`config.mk`:
```
export PLATFORM = sky130hd
export DESIGN_NAME = fsm_seq_det_param
export DESIGN_NICKNAME = d
export VERILOG_FILES = /design/src/rtl/fsm_seq_det_param.sv
export SDC_FILE = /design/constraint.sdc
export NUM_CORES = 1
export LEC_CHECK = 0
export CAP_MARGIN = 5
export CORE_AREA = 2 2 45 47
export DETAILED_ROUTE_END_ITERATION = 8
export DIE_AREA = 0 0 47 49
export PLACE_DENSITY = 0.66
export SYNTH_ARGS = -nofsm -noshare
export SYNTH_HDL_FRONTEND = slang
export SYNTH_SLANG_ARGS = --single-unit
```
`constraint.sdc`:
```
create_clock -name clk -period 4.8 [get_ports clk]
set_input_delay 0.72 -clock clk [delete_from_list [all_inputs] [get_ports clk]]
set_output_delay 0.72 -clock clk [all_outputs]
set_load 0.01 [all_outputs]
```
`src/rtl/fsm_seq_det_param.sv`:
```
// Serial pattern detector: KMP-style prefix FSM with Mealy and Moore match outputs
// and a saturating hit counter. The next-state table is built at elaboration.
module fsm_seq_det_param #(
  parameter int          PAT_W   = 4,
  parameter logic [15:0] PATTERN = 16'b1011,
  parameter bit          OVERLAP = 1'b1,
  parameter int          CNT_W   = 8
) (
  input  logic                       clk,
  input  logic                       reset,
  input  logic                       clr,
  input  logic                       en,
  input  logic                       din,
  output logic                       match_mealy,
  output logic                       match_moore,
  output logic [CNT_W-1:0]           hit_cnt,
  output logic [$clog2(PAT_W+1)-1:0] progress
);

  localparam int SW    = $clog2(PAT_W + 1);
  localparam int TBL_N = 2 ** (SW + 1);

  // state index k = number of pattern bits matched; PAT_W is the MATCH state
  typedef logic [SW-1:0] state_t;
  localparam state_t S_IDLE  = '0;
  localparam state_t S_MATCH = SW'(PAT_W);

  // bit i of the pattern in arrival order (i = 0 is received first)
  function automatic bit pbit(input int i);
    return PATTERN[PAT_W-1-i];
  endfunction

  // longest proper border of the full pattern
  function automatic int fail_len();
    int best;
    bit ok;
    best = 0;
    for (int l = 1; l < 16; l++) begin
      if (l < PAT_W) begin
        ok = 1'b1;
        for (int j = 0; j < 16; j++) begin
          if (j < l) begin
            if (pbit(j) != pbit(PAT_W - l + j)) ok = 1'b0;
          end
        end
        if (ok) best = l;
      end
    end
    return best;
  endfunction

  // longest pattern prefix that is a suffix of (first base pattern bits, d)
  function automatic int next_len(input int base, input bit d);
    int  best;
    int  n;
    int  k;
    bit  ok;
    bit  s;
    best = 0;
    n    = base + 1;
    for (int l = 1; l <= 16; l++) begin
      if (l <= n && l <= PAT_W) begin
        ok = 1'b1;
        for (int j = 0; j < 16; j++) begin
          if (j < l) begin
            k = n - l + j;
            s = (k < base) ? pbit(k) : d;
            if (pbit(j) != s) ok = 1'b0;
          end
        end
        if (ok) best = l;
      end
    end
    return best;
  endfunction

  state_t     r_state;
  logic       r_moore;
  logic [CNT_W-1:0] r_hit_cnt;

  state_t     w_tbl [TBL_N];
  logic [SW:0] w_sel;
  state_t     w_next;
  state_t     w_state_nxt;
  logic       w_hit;

  // rows past MATCH are unreachable and tie to zero
  for (genvar g = 0; g < TBL_N; g++) begin : g_tbl
    localparam int ST   = g / 2;
    localparam int BASE = (ST >= PAT_W) ? (OVERLAP ? fail_len() : 0) : ST;
    localparam int NX   = (ST > PAT_W) ? 0 : next_len(BASE, (g % 2) != 0);
    assign w_tbl[g] = SW'(NX);
  end

  always_comb begin
    w_sel       = {r_state, din};
    w_next      = w_tbl[w_sel];
    w_hit       = en && !reset && !clr && (w_next == S_MATCH);
    w_state_nxt = r_state;
    if (clr) begin
      w_state_nxt = S_IDLE;
    end else if (en) begin
      w_state_nxt = w_next;
    end
  end

  always_ff @(posedge clk) begin
    if (reset || clr) begin
      r_state   <= S_IDLE;
      r_moore   <= 1'b0;
      r_hit_cnt <= '0;
    end else begin
      r_state <= w_state_nxt;
      if (en) r_moore <= (w_next == S_MATCH);
      if (w_hit && (r_hit_cnt != {CNT_W{1'b1}})) r_hit_cnt <= r_hit_cnt + 1'b1;
    end
  end

  assign match_mealy = w_hit;
  assign match_moore = r_moore;
  assign hit_cnt     = r_hit_cnt;
  assign progress    = r_state;

endmodule
```
==> metrics.csv, run 1 <==
metric,value,unit
synthFlopType,dfxtp_1,
path_class,in -> out,
power.leakage,0.315,nW
synth_common_cells,"12 x dfxtp_1, 6 x inv_1, 6 x nand2_1, 5 x ha_1",
nNetsFinal,105,
cts_tree,done,
core,0.00184,mm^2
port_buffers,17,
slew_headroom,0.686,
synth_edf_count,0,
cts.path.max_buffers,2,
syn_area_per_cell,8.99,um^2
crit_path_start_kind,input port,
fin_crit_sh,0.798,
period_minus_slack,3.83,ns
gp_congestion,0.798,
crit_fanout,13,
dieWidth,47,um
fp.dieH,49,um
pre_cts_slack,0.974,ns
fmax,261,MHz
r2r_setup_slack,2.43,ns
clkSlewWorstSetupHoldPaths,0.08,ns
clkSinkCount,12,
powerDensity,218,mW/mm^2
cts_root_buffer,clkbuf_4,
ys_seq_elements,12,
yosysTopAreaCell,dfxtp_1,
worst_slew_pin_slew,0.470,ns
via_per_inst,5.20,
synth_fp_nets,85,
cts_made_buffers,3,
crit_required,4.08,ns
seq_area_frac_synth,0.356,
cpPeakStageDelay,0.60,ns
clock_skew,0.00601,ns
dr.pass1.iters,4,
worstPathArrival,3.11,ns
status,finished clean,
drv_slew,0,
critPathSlowestCell,or4_4,
track_usage,0.135,
hpwl,1010,um
route.detailed.drc,0,
first_global_vias,526,
hold_class,reg -> reg,
totalWireLength,1370,um
antennaDiodeCount,0,
yosysWarnings,0,
drt-initial-drc-count,11,
peakVddDrop,0.163,mV
ctsResizeCount,0,
finalHoldViolCount,0,
area_delta_synth_final,32.8,%
finalSetupViolations,0,
cap_viol_max_count,0,
ioPinCount,18,
synth_top_area_frac,0.356,
cp-end-kind,output pin,
post_drt_wl_per_cell,11.3,um
tns,0,ns
grt_overflow,0,
insertion_delay,0.27,ns
vias,629,
cts_hold_buffers,0,
synthCells,75,
postCtsSetupBuffers,0,
crit_buf_inv,4,
initial_utilization,0.366,
rsz0062_at_grt,no,
synth.distinct_cells,32,
grt_max_degree,14,
ys_async_sr_fraction,0,
h-tree-depth,1,
dieArea,0.00230,mm^2
num_rows,16,
antenna_found_initial,0,
synthTopCellsByArea,"dfxtp_1 36%, ha_1 9.3%, mux2i_1 4.5%, inv_1 3.3%, nand2_1 3.3%",
grt_pass1_wl,2250,um
yosysMostFrequentCell,dfxtp_1,
path_delay_family,buffers and inverters,
ant_nets,0,
crit_chain,"clkdlybuf4s50_1, inv_1, ha_1, mux2_4, or4_4, inv_1, clkdlybuf4s50_1",
syn_area,674,um^2
final_util,0.486,
drive_above_1_share,0.117,
layout_setup_ws,0.972,ns
num-fill-cells,187,
[sequential cells by signal (all words and copies together) (netlist names)]
register and count:
match_moore 1, progress 3, hit_cnt 8
[metal layers]
metal,track usage,part of all wire
met1,0.174,0.49
met2,0.187,0.45
met3,0.0667,0.054
met4,0.0556,0.012
met5,0,0
[placed cells by master, fill, tap and decap left out, types with 3 or more instances in the layout]
| master | count |
|---|---|
| clkbuf_4 | 3 |
| nand2_1 | 6 |
| nor2_1 | 4 |
| inv_1 | 6 |
| a21oi_1 | 4 |
| clkdlybuf4s50_1 | 17 |
| dfxtp_1 | 12 |
| ha_1 | 5 |
| o21ai_0 | 3 |
| mux2i_1 | 3 |
| o31ai_1 | 3 |
| nand3_1 | 4 |
[worst min-delay path, stage by stage, from the launching register on]
cell and delay (ns):
dfxtp_1 0.32, nand3b_1 0.07, nand2_1 0.05
[stage by stage]
stage	hold slack [ns]	area (um^2)	cells	power (mW)
detailed placement	0.471	860	117	0.117
finish	0.481	896	121	0.195
global placement	0.479	860	117	0.117
global route	0.514	896	121	0.208
CTS	0.482	896	121	0.199
floorplan	0.490	674	75	0.110
[where the power goes]
group | switching, mW | total (mW) | leakage, nW | internal, mW
clock network | 0.0339 | 0.0800 | 0.0210 | 0.0461
logic | 0.00650 | 0.0139 | 0.197 | 0.00738
registers | 0.00106 | 0.101 | 0.0968 | 0.100
[worst paths after layout]
kind              cells past startpoint     endpoint         from
hold reg to reg                       2  match_moore  match_moore
hold / removal                        2  match_moore  match_moore
setup / recovery                      7  match_mealy          din
setup reg to reg                      6   hit_cnt[4]  progress[0]
[area by class of cell]
| type | count | area (um^2) | share of cell area |
|---|---|---|---|
| multi-input combinational | 55 | 393 | 0.439 |
| sequential | 12 | 240 | 0.268 |
| timing repair buffer | 17 | 170 | 0.190 |
| clock buffer | 4 | 36.3 | 0.0405 |
| tap | 27 | 33.8 | 0.0377 |
| inverter | 6 | 22.5 | 0.0251 |
[logic make-up after synthesis]
kind of cell,Yosys count,share of synthesized area
simple gates,30,0.265
compound gates,15,0.145
flops,12,0.356
buf+inv,8,0.0612
fa+ha+maj,5,0.0928
mux,4,0.0668
xor+xnor,1,0.0130
Power figures use the tool's default switching activity.
==> run 2: changes to the inputs <==
--- a/config.mk
+++ b/config.mk
@@ -9,7 +9,7 @@
 export CORE_AREA = 2 2 45 47
 export DETAILED_ROUTE_END_ITERATION = 8
 export DIE_AREA = 0 0 47 49
-export PLACE_DENSITY = 0.66
+export PLACE_DENSITY = 0.69
 export SYNTH_ARGS = -nofsm -noshare
 export SYNTH_HDL_FRONTEND = slang
 export SYNTH_SLANG_ARGS = --single-unit
==> constraint.sdc (replaced) <==
create_clock -name clk -period 3.48 [get_ports clk]
set_input_delay 0.522 -clock clk [delete_from_list [all_inputs] [get_ports clk]]
set_output_delay 0.522 -clock clk [all_outputs]
set_load 0.01 [all_outputs]
==> run 2 against run 1 <==
  * Via count grew 0.79%
  * Non-clock buffer count is 1 higher
  * Hold slack got worse by 0.0081 ns
  * Global-route usage up 0.96 points
  * Sequential power rose by 39%
  * Sequential share of layout area shrank 0.22 points
  * Largest cell class unchanged
  * Largest power group unchanged
==> metrics.csv, run 2 (synthesis gave the netlist of run 1 again) <==
metric,value,unit
hold_class,reg -> reg,
num_rows,16,
cp-end-kind,output pin,
tns,0,ns
finalHoldViolCount,0,
area_delta_synth_final,34.0,%
crit_path_start_kind,input port,
finalSetupViolations,0,
num-fill-cells,190,
peakVddDrop,0.154,mV
gr-usage-met3,0.0222,
grt_max_degree,13,
cts_root_buffer,clkbuf_4,
drt-initial-drc-count,9,
cap_viol_max_count,0,
fmax,300,MHz
met1_usage,0.182,
postCtsSetupBuffers,0,
crit_fanout,3,
worstPathArrival,2.81,ns
largest_register_ffs,8,
status,finished clean,
post_drt_wl_per_cell,11.5,um
cts.path.max_buffers,2,
initial_utilization,0.366,
dr.pass1.iters,4,
power,0.271,mW
power.leakage,0.319,nW
cts_tree,done,
h-tree-depth,1,
route.detailed.drc,0,
core,0.00184,mm^2
nNetsFinal,106,
totalWireLength,1400,um
clkSlewWorstSetupHoldPaths,0.08,ns
antenna_found_initial,0,
cts_made_buffers,3,
busiest_layer,met2,
gp_congestion,0.830,
grt_overflow,0,
period_minus_slack,3.33,ns
path_class,in -> out,
layout_common_cells,"17 x clkdlybuf4s50_1, 12 x dfxtp_1, 6 x inv_1, 6 x nand2_1, 5 x ha_1",
powerDensity,300,mW/mm^2
track_usage,0.144,
drv_slew,0,
clkSinkCount,12,
port_buffers,17,
cts_hold_buffers,0,
worst_slew_pin_slew,0.554,ns
hpwl,1030,um
rsz0062_at_grt,no,
dieWidth,47,um
via_per_inst,5.20,
fp.dieH,49,um
final_common_cell,clkdlybuf4s50_1,
dieArea,0.00230,mm^2
vias,634,
fin_crit_sh,0.957,
drive_above_1_share,0.126,
ioPinCount,18,
grt_pass1_wl,2390,um
slew_headroom,0.629,
grt.met2_usage,0.210,
crit_required,2.96,ns
insertion_delay,0.28,ns
first_global_vias,574,
clock_skew,0.0112,ns
ctsResizeCount,0,
antennaDiodeCount,0,
ant_nets,0,
-- run 2: changes by cell type in the layout (fill, tap and decap cells not counted) --
cell and change:
buf_4 +1
-- run 2: path summary, 6_finish.rpt --
path              slack [ns]         from          end  depth (start not counted)
setup reg to reg        1.02  progress[0]   hit_cnt[4]                          7
hold / removal          0.47  match_moore  match_moore                          2
setup / recovery        0.15          din  match_mealy                          7
hold reg to reg         0.47  match_moore  match_moore                          2
-- run 2: routing by layer --
| metal | up-vias | wire (um) |
|---|---|---|
| met4 | 0 | 36 |
| met5 | - | 0 |
| met1 | 297 | 662 |
| met2 | 18 | 658 |
| met3 | 4 | 46 |
| li1 | 315 | - |
-- run 2: cell type report --
type	count	area, um^2	share of cell area
Sequential cell	12	240	0.266
Clock buffer	4	36.3	0.0402
Timing Repair Buffer	18	178	0.197
Tap cell	27	33.8	0.0374
Inverter	6	22.5	0.0249
Multi-Input combinational cell	55	393	0.435
-- run 2: report_power, final --
group          switching, mW  internal [mW]
Combinational        0.00858         0.0101
Clock                 0.0487         0.0636
Sequential           0.00148          0.138
Total                 0.0588          0.212
-- run 2: through the flow --
| stage | utilization | cells | hold slack, ns | setup WS [ns] | instance area (um^2) |
|---|---|---|---|---|---|
| floorplan | - | 75 | 0.490 | 1.08 | 674 |
| global placement | 0.471 | 118 | 0.461 | 0.184 | 867 |
| detailed placement | 0.471 | 118 | 0.464 | 0.155 | 867 |
| CTS | 0.490 | 122 | 0.478 | 0.148 | 903 |
| global route | 0.490 | 122 | 0.516 | 0.0632 | 903 |
| finish | 0.490 | 122 | 0.473 | 0.150 | 903 |
-- run 2: worst max-delay path: stages --
cell and delay, ns:
clkdlybuf4s50_1 0.51, inv_1 0.08, ha_1 0.29, mux2_4 0.26, or4_4 0.51, inv_1 0.10
clkdlybuf4s50_1 0.53
==> run 3: changes to the inputs <==
--- a/config.mk
+++ b/config.mk
@@ -10,6 +10,7 @@
 export DETAILED_ROUTE_END_ITERATION = 8
 export DIE_AREA = 0 0 47 49
 export PLACE_DENSITY = 0.69
+export SLEW_MARGIN = 30
 export SYNTH_ARGS = -nofsm -noshare
 export SYNTH_HDL_FRONTEND = slang
 export SYNTH_SLANG_ARGS = --single-unit
==> results of run 3 <==
Same layout as run 2: the final DEF is identical, and so are final timing and power.
